## src/rtl/mips_mc_ctrl.sv

```systemverilog
// Multi-cycle MIPS control sequencer: fetch/decode/execute/memory/writeback FSM
// with memory request handshake, timeout trap and retired-instruction counter.
module mips_mc_ctrl #(
   parameter int CNT_W       = 16,
   parameter int MEM_TIMEOUT = 15
) (
   input  logic             clk,
   input  logic             rst_n,
   input  logic [5:0]       opcode,
   input  logic [5:0]       funct,
   input  logic             alu_zero,
   input  logic             mem_ready,
   output logic             mem_req,
   output logic             mem_we,
   output logic             mem_sel,
   output logic             ir_write,
   output logic             pc_write,
   output logic [1:0]       pc_src,
   output logic             reg_dst,
   output logic             reg_write,
   output logic             mem_to_reg,
   output logic             alu_src,
   output logic [3:0]       alu_ctrl,
   output logic [3:0]       state,
   output logic [1:0]       trap,
   output logic [CNT_W-1:0] instr_count
);

   typedef enum logic [3:0] {
      FETCH    = 4'd0,
      DECODE   = 4'd1,
      EXEC_R   = 4'd2,
      EXEC_I   = 4'd3,
      WB_ALU   = 4'd4,
      MEM_ADDR = 4'd5,
      MEM_RD   = 4'd6,
      MEM_WR   = 4'd7,
      WB_MEM   = 4'd8,
      BRANCH   = 4'd9,
      JUMP     = 4'd10,
      TRAP     = 4'd15
   } state_t;

   localparam logic [7:0] TIMEOUT = 8'(MEM_TIMEOUT);
   localparam logic [3:0] ALU_AND = 4'b0000;
   localparam logic [3:0] ALU_OR  = 4'b0001;
   localparam logic [3:0] ALU_ADD = 4'b0010;
   localparam logic [3:0] ALU_SUB = 4'b0110;
   localparam logic [3:0] ALU_SLT = 4'b0111;
   localparam logic [5:0] OP_R    = 6'h00;
   localparam logic [5:0] OP_LW   = 6'h23;
   localparam logic [5:0] OP_SW   = 6'h2B;
   localparam logic [5:0] OP_BEQ  = 6'h04;
   localparam logic [5:0] OP_ADDI = 6'h08;
   localparam logic [5:0] OP_J    = 6'h02;

   state_t           stateReg, stateNext;
   logic [1:0]       trapReg, trapNext;
   logic [7:0]       waitReg, waitNext;
   logic [CNT_W-1:0] countReg;
   logic             retire;

   logic memReq, memWe, irWrite, pcWrite, regWrite;
   logic [3:0] rAlu;
   logic       rLegal;

   always_comb begin
      rAlu   = ALU_ADD;
      rLegal = 1'b1;
      case (funct)
         6'h20, 6'h21: rAlu = ALU_ADD;
         6'h22:        rAlu = ALU_SUB;
         6'h24:        rAlu = ALU_AND;
         6'h25:        rAlu = ALU_OR;
         6'h2A:        rAlu = ALU_SLT;
         default:      rLegal = 1'b0;
      endcase
   end

   always_comb begin
      stateNext  = stateReg;
      trapNext   = trapReg;
      waitNext   = '0;
      retire     = 1'b0;
      memReq     = 1'b0;
      memWe      = 1'b0;
      mem_sel    = 1'b0;
      irWrite    = 1'b0;
      pcWrite    = 1'b0;
      pc_src     = 2'd0;
      reg_dst    = 1'b0;
      regWrite   = 1'b0;
      mem_to_reg = 1'b0;
      alu_src    = 1'b0;
      alu_ctrl   = ALU_ADD;
      case (stateReg)
         FETCH: begin
            memReq = 1'b1;
            if (mem_ready) begin
               irWrite   = 1'b1;
               pcWrite   = 1'b1;
               stateNext = DECODE;
            end
         end
         DECODE: begin
            case (opcode)
               OP_R:    stateNext = rLegal ? EXEC_R : TRAP;
               OP_ADDI: stateNext = EXEC_I;
               OP_LW,
               OP_SW:   stateNext = MEM_ADDR;
               OP_BEQ:  stateNext = BRANCH;
               OP_J:    stateNext = JUMP;
               default: stateNext = TRAP;
            endcase
            if (stateNext == TRAP) trapNext = 2'd1;
         end
         EXEC_R: begin
            alu_ctrl  = rAlu;
            stateNext = WB_ALU;
         end
         EXEC_I: begin
            alu_src   = 1'b1;
            stateNext = WB_ALU;
         end
         WB_ALU: begin
            regWrite  = 1'b1;
            reg_dst   = (opcode == OP_R);
            retire    = 1'b1;
            stateNext = FETCH;
         end
         MEM_ADDR: begin
            alu_src   = 1'b1;
            stateNext = (opcode == OP_LW) ? MEM_RD : MEM_WR;
         end
         MEM_RD: begin
            memReq  = 1'b1;
            mem_sel = 1'b1;
            if (mem_ready) stateNext = WB_MEM;
         end
         MEM_WR: begin
            memReq  = 1'b1;
            mem_sel = 1'b1;
            memWe   = 1'b1;
            if (mem_ready) begin
               retire    = 1'b1;
               stateNext = FETCH;
            end
         end
         WB_MEM: begin
            regWrite   = 1'b1;
            mem_to_reg = 1'b1;
            retire     = 1'b1;
            stateNext  = FETCH;
         end
         BRANCH: begin
            alu_ctrl = ALU_SUB;
            if (alu_zero) begin
               pcWrite = 1'b1;
               pc_src  = 2'd1;
            end
            retire    = 1'b1;
            stateNext = FETCH;
         end
         JUMP: begin
            pcWrite   = 1'b1;
            pc_src    = 2'd2;
            retire    = 1'b1;
            stateNext = FETCH;
         end
         TRAP:    stateNext = TRAP;
         default: stateNext = FETCH;
      endcase
      // Ready on the same cycle the counter hits the limit still wins.
      if (memReq && !mem_ready) begin
         if (waitReg == TIMEOUT) begin
            stateNext = TRAP;
            trapNext  = 2'd2;
         end else begin
            waitNext = waitReg + 8'd1;
         end
      end
   end

   always_ff @(posedge clk or negedge rst_n) begin
      if (!rst_n) begin
         stateReg <= FETCH;
         trapReg  <= 2'd0;
         waitReg  <= 8'd0;
         countReg <= '0;
      end else begin
         stateReg <= stateNext;
         trapReg  <= trapNext;
         waitReg  <= waitNext;
         if (retire) countReg <= countReg + CNT_W'(1);
      end
   end

   // Strobes are gated by rst_n so a reset mid-access drops them at once.
   assign mem_req     = memReq & rst_n;
   assign mem_we      = memWe & rst_n;
   assign ir_write    = irWrite & rst_n;
   assign pc_write    = pcWrite & rst_n;
   assign reg_write   = regWrite & rst_n;
   assign state       = stateReg;
   assign trap        = trapReg;
   assign instr_count = countReg;

endmodule

```

## config.mk

```make
export PLATFORM = sky130hd
export DESIGN_NAME = mips_mc_ctrl
export DESIGN_NICKNAME = d
export VERILOG_FILES = /design/src/rtl/mips_mc_ctrl.sv
export SDC_FILE = /design/constraint.sdc
export NUM_CORES = 1
export LEC_CHECK = 0
export BUFFER_PORTS_ARGS = -buffer_cell sky130_fd_sc_hd__buf_4
export CORE_MARGIN = 4
export CORE_UTILIZATION = 51
export CTS_CLUSTER_SIZE = 10
export DETAILED_ROUTE_END_ITERATION = 16
export GPL_TIMING_DRIVEN = 1
export MAX_ROUTING_LAYER = met4
export PLACE_DENSITY = 0.79
export SLEW_MARGIN = 20
export SYNTH_ARGS = -nofsm -noshare
export SYNTH_HDL_FRONTEND = slang
export SYNTH_SLANG_ARGS = --single-unit
```

## constraint.sdc

```tcl
create_clock -name clk -period 2.05 [get_ports clk]
set_input_delay 0.205 -clock clk [delete_from_list [all_inputs] [get_ports clk]]
set_output_delay 0.205 -clock clk [all_outputs]
set_load 0.01 [all_outputs]
```

Yosys cells after proc, flatten, opt, wreduce, memory -nomap -nowiden. Index checks and enable logic that the tools add are counted. W data, S select, Z words.

Output and inout bits: 37. Input bits: 16. Bits in registers: 30. Logic and storage cells: 80.

Mux-type cells: 33. Add/sub/neg operators: 2. Bitwise logic cells: 5. Reductions and logical operators: 12. Eq/ne operators: 24.

Operators by type and width (number): $eq A6 B6 Y1 const B (8); $mux W4 (7); $pmux W4 S7 (1); $eq A4 B4 Y1 const B (5); $pmux W4 S5 (1); $add A16 B1 Y16 const B (1); $eq A4 B3 Y1 const B (4); $mux W8 (2); $mux W1 (13); $pmux W3 S4 (1); $reduce_or A2 Y1 (5); $add A8 B1 Y8 const B (1); $eq A4 B2 Y1 const B (2); $eq A8 B4 Y1 const B (1); $mux W2 (4); $pmux W4 S2 (1); $eq A6 B2 Y1 const B (1); $eq A6 B3 Y1 const B (1); $eq A6 B4 Y1 const B (1); $logic_not A6 Y1 (1); $reduce_or A6 Y1 (1); $and A1 B1 Y1 (5); $eq A4 B1 Y1 const B (1); $logic_not A4 Y1 (1); 7 further kinds (7).

Logic depth before layout (Yosys ltp).
Depth in word-level cells: 11. Mapped depth: 6.

Worst setup path before layout. No wires, ideal clock.

Path type: register to register. Start: register stateReg[0] (netlist: state[0]). End: register countReg[1] (netlist: instr_count[1]). Cell stages (with the launch flop): 6. Clock period less this slack: 1.738 ns. Arrival: 1.610 ns. Library setup time: 0.128 ns. Setup slack: 0.312 ns. Cells stage by stage: dfrtp_1 buf_6 or3b_1 a21o_1 and2_1 mux2_1.

Word-level cells in the longest chain between the ends: 3.

Ends and longest elaborated chain: from (decl) (line 57) `state_t stateReg, stateNext;`; from (signal assigned) (line 191) `stateReg <= stateNext;`; $eq A4 B4 Y1 / $eq A4 B3 Y1 (equally long branches) (line 96) `case (stateReg)`; $reduce_or A4 Y1 (no source line); $pmux W1 S2 * (line 96); to (signal assigned) (line 194) `if (retire) countReg <= countReg + CNT_W'(1);`; to (decl) (line 60) `logic [CNT_W-1:0] countReg;`.

Every way passes the cells marked *; elsewhere a longest branch is shown, timed or not. A chain may end at the register's enable or synchronous reset.

Final worst setup path.
Start: register stateReg[3] (netlist: state[3]). End: output port mem_req.

Word-level cells in the longest chain between the ends: 4.

Ends and longest elaborated chain: $eq A4 B3 Y1 / $logic_not A4 Y1 (equally long branches) (line 96); $reduce_or A3 Y1 (no source line) *; $mux W1 * (line 96); $and A1 B1 Y1 * (line 199) `assign mem_req = memReq & rst_n;`; to (decl) (line 13) `output logic mem_req,`.

Marked as above.

==> results.json <==
{
  "status": "finished clean",
  "gr-total-overflow": 0,
  "route.vias.total": 1613,
  "fin_skew_ns": 0.0105,
  "initial_core_util_pct": 55.3,
  "synth_cell_type_count": 45,
  "hold_path_depth": 2,
  "seq_area_frac_synth_pct": 43.0,
  "period_share_pct": 93.1,
  "cts.sinks": 30,
  "worstPathArrival_ns": 1.70,
  "startpoint_type": "flop",
  "num_rows": 20,
  "final_cell_mix": "59 x buf_4, 29 x dfrtp_1, 18 x xnor2_1",
  "syn-cell-area_um2": 1740,
  "cts_tree": "yes",
  "setup_viol": 0,
  "viasPerCell": 5.54,
  "clock_latency_ns": 0.33,
  "cp_max_fo": 12,
  "post_cts_buffers": 0,
  "cts.path.max_buffers": 2,
  "cts_buffers": 5,
  "grt_first_pass_wirelength_um": 7630,
  "syn_avg_cell_area_um2": 9.23,
  "dieHeight_um": 66.5,
  "ys_ff_latch": 30,
  "dpl.hpwl_um": 3430,
  "coreArea_um2": 3150,
  "worst_hold_slack_ns": 0.0977,
  "synthDominantCellAreaShare_pct": 43.0,
  "first_pass_iters": 4,
  "utilization_pct": 71.7,
  "synth_top_area_cell": "dfrtp_1",
  "cts_root_buf": "clkbuf_4",
  "floorplan.die_area_um2": 4420,
  "fin_nets": 265,
  "syn2layout_area_growth_pct": 29.6,
  "grt.total_usage_pct": 23.2,
  "setup_tns_ns": 0,
  "design_area_um2": 2260,
  "antenna_left": 0,
  "yosysWarningCount": 0,
  "placed_cell_area_um2": 2190,
  "drt-total-wl_um": 4420,
  "antenna_found_initial": 0,
  "preCtsSetupSlack_ns": 0.204,
  "clkTransAtPathRegs_ns": 0.10,
  "hold_path_class": "input port to flop",
  "reg2reg_depth": 5,
  "fp.dieW_um": 66.5,
  "mostFrequentLayoutCell": "buf_4",
  "crit_type": "flop to primary output",
  "cts_htree_levels": 2,
  "power_leakage_nw": 1.04,
  "drive_gt1_share_pct": 29.6,
  "end_kind": "primary output",
  "grt_pass1_vias": 1686,
  "place.port_buffers": 51,
  "wl_per_cell_um": 15.2,
  "finalHoldViolations": 0,
  "syn-num-nets": 207,
  "num_io_pins": 53,
  "fin_crit_ns": 1.91,
  "fmax_mhz": 524,
  "grt_max_degree": 27,
  "postLayoutSetupSlackWorst_ns": 0.141,
  "drc": 0,
  "netlist_instances": 189,
  "gp_congestion": 0.883,
  "diodes": 0,
  "p_per_area_nw_per_um2": 1050,
  "timing.max_cap.violations": 0,
  "peakVddDrop_uv": 611,
  "drt_iter0_drc": 126,
  "ys_top_cells_by_area": "dfrtp_1 43%, xnor2_1 9.0%, nand3_1 4.3%",
  "required_ns": 1.85,
  "rsz0062_at_grt": "false",
  "slew_violations": 0
}
[metrics by stage]
step | total power, mW | std cells
2_1_floorplan | 1.56 | 189
3_3_place_gp | 2.01 | 283
3_5_place_dp | 2.05 | 283
4_1_cts | 2.39 | 291
5_1_grt | 2.57 | 291
6_report | 2.38 | 291
[synth_stat cells]
library cell,number
dfrtp_1,30
xnor2_1,18
nor2_1,17
nand2_1,16
nand3_1,15
nor3_1,12
a21oi_1,9
nor3b_1,5
and2_1,4
clkbuf_1,4
inv_1,4
nand4_1,4
nor4_1,4
xor2_1,4
a31oi_1,3
nand2b_1,3
a21o_1,2
and3_1,2
and4_1,2
buf_2,2
ha_1,2
nor2b_1,2
o21ai_0,2
o31ai_1,2
a21boi_4,1
a21oi_4,1
a2bb2oi_1,1
a311o_1,1
a32oi_1,1
and3b_1,1
buf_1,1
buf_4,1
buf_6,1
conb_1,1
mux2_1,1
nand3b_1,1
nand4_2,1
nand4b_1,1
nor3_2,1
o211a_1,1
o211ai_1,1
o21a_1,1
o22a_1,1
o311ai_0,1
or3b_1,1
[per-layer routing]
layer / wire length (µm) / global-route usage (%)
met5: 0 / -
met4: 87 / 9.64
met2: 2210 / 37.4
met3: 177 / 6.07
met1: 1950 / 27.5
[worst max-delay path: stages, from the launching register on]
cell and delay [ns]:
dfrtp_2 0.47, buf_4 0.20, and3b_1 0.20, a21oi_1 0.17, buf_4 0.16, nor2_1 0.04
buf_4 0.14
[registers in the layout (all words and copies together), names as in the netlist]
signal       count
state            4
instr_count     16
waitReg          8
trap             2
[final timing paths]
path	from	endpoint	slack, ns
min reg2reg	waitReg[0]	waitReg[0]	0.48
max in group asynchronous	rst_n	instr_count[12]	1.32
max reg2reg	state[3]	instr_count[13]	0.24
min in group asynchronous	rst_n	state[2]	0.22
min	mem_ready	waitReg[6]	0.1
max	state[3]	mem_req	0.14
[cell type report]
cell class | count | area, µm²
multi-input cells | 146 | 938
fillers | 252 | 892
flip-flops and latches | 30 | 752
repair buffers | 60 | 453
well taps | 44 | 55.1
clock buffers | 5 | 37.5
inverters | 4 | 15.0
clock inverters | 2 | 10.0
[power breakdown]
part / internal [mW] / leakage, nW / switching, mW
Sequential: 0.703 / 0.397 / 0.157
Combinational: 0.560 / 0.610 / 0.642
Clock: 0.123 / 0.0308 / 0.198
[kinds of logic after synthesis]
group	count (synthesis)	share of synthesized area (%)
buffers and inverters	13	3.59
other	1	0.215
adder cells (fa/ha/maj)	2	1.43
multiplexers	1	0.646
AND/OR/NAND/NOR	92	28.0
flip-flops	30	43.0
XOR/XNOR	22	11.0
AO/OA/AOI/OAI	28	12.0
[what timing repair did]
action / CTS / global route
hold buffers: 1 / 0
setup endpoints to repair: 0 / 3
resized for setup: 0 / 3
endpoints found under the hold margin: 30 / 0
Note: power is estimated with default switching activity, not from simulation.
